[src/rtl/serdes_64b66b_pkg.sv]
// Shared 64b/66b definitions used by the TX encoder and the RX decoder.
// Holds the encoder FSM state codes, the word classes produced by the TX
// classifier, sync headers, block type fields, control characters and the
// payload carried by error blocks.
package serdes_64b66b_pkg;

    // Encoder FSM state codes (visible on O_tx_encode_state).
    typedef enum logic [2:0] {
        C_TX_INT_ST = 3'd1,
        C_TX_S_ST   = 3'd2,
        C_TX_D_ST   = 3'd3,
        C_TX_T_ST   = 3'd4,
        C_TX_E_ST   = 3'd5,
        C_TX_I_ST   = 3'd6
    } tx_state_t;

    // Classes of an incoming 8-lane word.
    typedef enum logic [2:0] {
        C_CLS_X = 3'd0,
        C_CLS_S = 3'd1,
        C_CLS_D = 3'd2,
        C_CLS_T = 3'd3,
        C_CLS_I = 3'd4
    } tx_class_t;

    // Sync headers.
    localparam logic [1:0] C_SYNC_DATA = 2'b01;
    localparam logic [1:0] C_SYNC_CTRL = 2'b10;

    // Block type fields, carried in block bits [7:0] of control blocks.
    // Idle and error blocks share the same type field.
    localparam logic [7:0] C_TYPE_START = 8'h78;
    localparam logic [7:0] C_TYPE_TERM  = 8'hFF;
    localparam logic [7:0] C_TYPE_IDLE  = 8'h1E;

    // Control characters on the MAC/CPRI side.
    localparam logic [7:0] C_CHAR_START = 8'hFB;
    localparam logic [7:0] C_CHAR_TERM  = 8'hFD;
    localparam logic [7:0] C_CHAR_IDLE  = 8'h07;

    // Per-lane control masks for the legal word shapes.
    localparam logic [7:0] C_CTRL_DATA  = 8'h00;
    localparam logic [7:0] C_CTRL_START = 8'h01;
    localparam logic [7:0] C_CTRL_TERM  = 8'h80;
    localparam logic [7:0] C_CTRL_IDLE  = 8'hFF;

    // Error block payload: eight 7-bit error codes.
    localparam logic [55:0] C_ERR_PAYLOAD = {8{7'h1E}};

    // True while a frame is open (after S, before T).
    function automatic logic is_frame_state(input tx_state_t st);
        return (st == C_TX_S_ST) || (st == C_TX_D_ST);
    endfunction

endpackage

[src/rtl/serdes_64b66b_tx_classify.sv]
// Combinational classifier for one 64-bit MAC/CPRI word.
// Ports:
//   data       - eight characters, lane 0 in bits [7:0]
//   ctrl       - per-lane control flags, bit i qualifies lane i
//   word_class - S, D, T, I or X (anything not matching a legal shape)
module serdes_64b66b_tx_classify
    import serdes_64b66b_pkg::*;
(
    input  logic [63:0] data,
    input  logic [7:0]  ctrl,
    output tx_class_t   word_class
);

    logic [7:0] lane_is_idle;

    for (genvar gi = 0; gi < 8; gi++) begin : g_lane
        assign lane_is_idle[gi] = (data[gi*8 +: 8] == C_CHAR_IDLE);
    end

    always_comb begin
        word_class = C_CLS_X;
        if (ctrl == C_CTRL_DATA) begin
            word_class = C_CLS_D;
        end else if ((ctrl == C_CTRL_START) && (data[7:0] == C_CHAR_START)) begin
            word_class = C_CLS_S;
        end else if ((ctrl == C_CTRL_TERM) && (data[63:56] == C_CHAR_TERM)) begin
            word_class = C_CLS_T;
        end else if ((ctrl == C_CTRL_IDLE) && (&lane_is_idle)) begin
            word_class = C_CLS_I;
        end
    end

endmodule

[src/rtl/serdes_64b66b_tx_encode.sv]
// 64b/66b TX encoder: classifies each valid input word, runs the frame FSM
// and emits the 64-bit block plus 2-bit sync header two clocks later.
// Ports:
//   I_pcs_tx_clk        - TX PCS clock
//   I_pcs_tx_rst_n      - asynchronous active-low reset
//   I_tx_data/I_tx_ctrl - input word and per-lane control flags
//   I_tx_valid          - input qualifier; low = gearbox pause
//   O_tx_block          - block payload, type field in [7:0] for control blocks
//   O_tx_header         - sync header (01 data, 10 control)
//   O_tx_valid          - output qualifier, I_tx_valid delayed by two clocks
//   O_tx_encode_state   - current FSM state
//   O_tx_encode_err_cnt - count of emitted error blocks, wraps 255->0
module serdes_64b66b_tx_encode
    import serdes_64b66b_pkg::*;
(
    input  logic        I_pcs_tx_clk,
    input  logic        I_pcs_tx_rst_n,
    input  logic [63:0] I_tx_data,
    input  logic [7:0]  I_tx_ctrl,
    input  logic        I_tx_valid,
    output logic [63:0] O_tx_block,
    output logic [1:0]  O_tx_header,
    output logic        O_tx_valid,
    output logic [2:0]  O_tx_encode_state,
    output logic [7:0]  O_tx_encode_err_cnt
);

    tx_class_t   in_class;
    tx_class_t   s1_class_reg;
    logic [63:0] s1_data_reg;
    logic        s1_valid_reg;

    tx_state_t   state_reg;
    tx_state_t   state_next;
    logic [63:0] block_reg;
    logic [63:0] block_next;
    logic [1:0]  header_reg;
    logic [1:0]  header_next;
    logic        valid_reg;
    logic [7:0]  err_cnt_reg;

    serdes_64b66b_tx_classify u_classify (
        .data       (I_tx_data),
        .ctrl       (I_tx_ctrl),
        .word_class (in_class)
    );

    // Stage 1: capture the word and its class. Each stage carries its own
    // valid bit, so a pause freezes the data while the valid bit walks out
    // to O_tx_valid with the same two-clock delay as the data.
    always_ff @(posedge I_pcs_tx_clk or negedge I_pcs_tx_rst_n) begin
        if (!I_pcs_tx_rst_n) begin
            s1_valid_reg <= 1'b0;
            s1_data_reg  <= 64'h0;
            s1_class_reg <= C_CLS_X;
        end else begin
            s1_valid_reg <= I_tx_valid;
            if (I_tx_valid) begin
                s1_data_reg  <= I_tx_data;
                s1_class_reg <= in_class;
            end
        end
    end

    // Frame FSM. Outside a frame only S or I are legal; inside a frame only
    // D or T. Everything else, including illegal words, lands in E.
    always_comb begin
        state_next = C_TX_E_ST;
        if (is_frame_state(state_reg)) begin
            if (s1_class_reg == C_CLS_D) begin
                state_next = C_TX_D_ST;
            end else if (s1_class_reg == C_CLS_T) begin
                state_next = C_TX_T_ST;
            end
        end else begin
            if (s1_class_reg == C_CLS_S) begin
                state_next = C_TX_S_ST;
            end else if (s1_class_reg == C_CLS_I) begin
                state_next = C_TX_I_ST;
            end
        end
    end

    // The emitted block follows the state being entered, so an offending
    // word is replaced by an error block rather than passed through.
    always_comb begin
        block_next  = {C_ERR_PAYLOAD, C_TYPE_IDLE};
        header_next = C_SYNC_CTRL;
        case (state_next)
            C_TX_S_ST: block_next = {s1_data_reg[63:8], C_TYPE_START};
            C_TX_D_ST: begin
                block_next  = s1_data_reg;
                header_next = C_SYNC_DATA;
            end
            C_TX_T_ST: block_next = {s1_data_reg[55:0], C_TYPE_TERM};
            C_TX_I_ST: block_next = {56'h0, C_TYPE_IDLE};
            default: ;
        endcase
    end

    // Stage 2: state, output block and error counter advance together.
    always_ff @(posedge I_pcs_tx_clk or negedge I_pcs_tx_rst_n) begin
        if (!I_pcs_tx_rst_n) begin
            state_reg   <= C_TX_INT_ST;
            block_reg   <= 64'h0;
            header_reg  <= C_SYNC_CTRL;
            valid_reg   <= 1'b0;
            err_cnt_reg <= 8'h0;
        end else begin
            valid_reg <= s1_valid_reg;
            if (s1_valid_reg) begin
                state_reg  <= state_next;
                block_reg  <= block_next;
                header_reg <= header_next;
                if (state_next == C_TX_E_ST) begin
                    err_cnt_reg <= err_cnt_reg + 8'd1;
                end
            end
        end
    end

    assign O_tx_block          = block_reg;
    assign O_tx_header         = header_reg;
    assign O_tx_valid          = valid_reg;
    assign O_tx_encode_state   = state_reg;
    assign O_tx_encode_err_cnt = err_cnt_reg;

endmodule

[config.mk]
export PLATFORM = sky130hd
export DESIGN_NAME = serdes_64b66b_tx_encode
export DESIGN_NICKNAME = d
export VERILOG_FILES = /design/src/rtl/serdes_64b66b_pkg.sv /design/src/rtl/serdes_64b66b_tx_classify.sv /design/src/rtl/serdes_64b66b_tx_encode.sv
export SDC_FILE = /design/constraint.sdc
export NUM_CORES = 1
export LEC_CHECK = 0
export CAP_MARGIN = 30
export CORE_MARGIN = 1
export CORE_UTILIZATION = 39
export DETAILED_ROUTE_END_ITERATION = 16
export HOLD_SLACK_MARGIN = 0.15
export PLACE_DENSITY_LB_ADDON = 0.3
export SKIP_CTS_REPAIR_TIMING = 1
export SYNTH_ARGS = -nofsm -noshare
export SYNTH_HDL_FRONTEND = slang
export SYNTH_SLANG_ARGS = --single-unit
[constraint.sdc]
create_clock -name I_pcs_tx_clk -period 2 [get_ports I_pcs_tx_clk]
set_input_delay 0.3 -clock I_pcs_tx_clk [delete_from_list [all_inputs] [get_ports I_pcs_tx_clk]]
set_output_delay 0.3 -clock I_pcs_tx_clk [all_outputs]
set_load 0.05 [all_outputs]
==> metrics.txt <==
Bufs on Longest Clock Path=2; Worst-path clk slew=0.06 ns; area leader, netlist=dfrtp_1; die footprint=around 17,000 um^2; worst skew pair latency=0.42 ns; syn nets=650; initial antenna violation count=0; WS Path Type=reg -> out; fin cells=959; worst path bufs/invs=1; run status=finished, final reports clean; Fin. Hold Viols=0; FP Rows=46; CTS Root Cell=clkbuf_16; Syn Area/Cell=11.3 um^2; Vias=5,398; Sw Pwr=roughly 0.0022 W; max cap viols=0; vias per cell=5.63; most frequent cell after synthesis=dfrtp_1; die height=131 um; EDFF count, synth=0; Clock power frac=a little over two fifths; Yosys Warn Count=0; Logic pwr share=15.6%; CP cell instances=clkdlybuf4s50_1; Setup violations, final=0; core area=between 15,000 and 20,000 um^2; sequential fraction of design power=between 40% and 50%; global route total overflow=0; I/O pins=153; DP Worst Slack=-0.301 ns; htree depth=4; number of global-route vias before repair=5,455; post-route minimum period=approximately 2.0 ns; RSZ-0062 raised after global routing=no; main flop type after synthesis=dfrtp_1; Yosys reg bits=146; footprint of the multi-input gates=2640 um^2; synth top area cells=dfrtp_1, mux2_2, nor2_1; CTS tree=built; peak supply drop=0.603 mV; worst path required time=between 1.5 and 2 ns; DRC errors left=0; Netlist Area Pre-Place=6480 um^2; Worst Path Max Fanout=5; Worst path slowest cell=clkdlybuf4s50_1; Max Clk Rate=roughly 0.5 GHz; switching power share of the total=27.0%; pin count of the biggest net entering global routing=72; initial cell density of the core=a little over 40%; drt pass-1 iters=5; cells after synthesis=574; port buffer count=152; drt initial violations=between 300 and 400; gpl congestion=0.851; skew final=0.00729 ns; Hold Crit Class=in -> async; mean routed wirelength per cell=20.2 um; final worst slack=between 0.04 and 0.05 ns; # clock sinks=146; async set-or-reset flop fraction in the synthesized netlist=100%; Synth top cells by count=dfrtp_1, nor2_1, mux2_2, nand2_1, a31oi_1; area delta synth->final=39.2%; share of cells above drive strength 1=18.4%; CTS Buf Count=17; Pwr Density=around 890 nW/um^2; post-synth top area share=55.6%; CP peak stage delay=0.83 ns; Worst slew margin=35.7%; Placed Cells=926; Internal=0.00583 W; Pleak=3.48 nW; Tot GR Track Use=a little under a quarter; WL final=roughly 19,000 um; Final Max Tran Viols=0; ANT nets after route=0; number of diodes=0; crit end category=output pin; first-pass GRT wire length=30,000 um; Final nets=806; Die W=131 um; period utilization=97.6%; post-DP HPWL=roughly 14,000 um; Reg area=3660 um^2; FILL cells=~1,300; register area share after synthesis=56.4%; crit path launch type=register; post-synth cell types=50; cell family with most CP delay=buffers and inverters; CP arrival=1.65 ns; Tot Pwr=0.00799 W; Worst-Margin Slew=0.964 ns
-- final cells by class --
class / instances / share of cell area, %
multi-input cells: 377 / 29.3
flip-flops and latches: 146 / 40.6
inverters: 7 / 0.291
clock inverters: 11 / 1.78
repair buffers: 181 / 20.1
well taps: 216 / 3.00
clock buffers: 21 / 5.00
-- worst paths after layout --
kind / start / endpoint / slack [ns] / depth (start not counted)
worst max-delay path: O_tx_encode_state[1] / O_tx_encode_state[1] / 0.05 / 1
worst min-delay path: I_pcs_tx_rst_n / O_tx_block[53] / 0.38 / 2
worst max register to register: s1_class_reg[2] / O_tx_block[8] / 0.15 / 5
worst min register to register: O_tx_encode_err_cnt[7] / O_tx_encode_err_cnt[7] / 0.47 / 1
max in group asynchronous: I_pcs_tx_rst_n / O_tx_block[38] / 1.01 / 3
min in group I_pcs_tx_clk: O_tx_encode_err_cnt[7] / O_tx_encode_err_cnt[7] / 0.47 / 1
-- per-stage QoR --
step	util (%)	hold slack (ns)	setup TNS, ns	instance area (um^2)
after floorplan	-	0.00441	0	6490
after global placement	52.2	0.268	-0.514	8380
after detailed placement	52.2	0.274	-0.681	8380
after CTS	56.0	-0.178	-0.123	8990
after global routing	56.2	0.417	0	9020
final	56.2	0.380	0	9020
-- per-layer routing --
layer	GRT usage [%]	vias to the layer above	share of wire, %
li1	-	2411	-
met1	32.2	2715	44
met2	38.0	237	48
met3	4.60	35	6.1
met4	8.05	0	1.7
met5	0	-	0
-- layout by cell type (no fill, tap or decap), types with 17 or more instances in the layout --
master / count
a21boi_0: 24
a31oi_1: 36
buf_4: 25
clkbuf_16: 17
clkdlybuf4s50_1: 142
dfrtp_1: 142
mux2_2: 67
nand2_1: 42
nor2_1: 74
o211ai_1: 32
o2bb2ai_1: 24
-- cell families (layout without fill, tap and decap cells) --
logic type / Yosys count / after routing / share of synthesized area [%]
buffers and inverters: 51 / 220 / 3.23
multiplexers: 69 / 69 / 12.0
AND/OR/NAND/NOR: 164 / 164 / 11.7
AO/OA/AOI/OAI: 134 / 134 / 15.3
XOR/XNOR: 9 / 9 / 1.22
adder cells (fa/ha/maj): 1 / 1 / 0.193
flip-flops: 146 / 146 / 56.4
-- power by group through the flow --
stage               clock [W]  combinational, W  sequential (W)
floorplan                   0          0.000353         0.00375
global placement            0           0.00122         0.00346
detailed placement          0           0.00126         0.00347
CTS                   0.00337           0.00126         0.00342
global route          0.00350           0.00133         0.00345
finish                0.00332           0.00124         0.00342
Note: power is estimated with default switching activity, not from simulation.
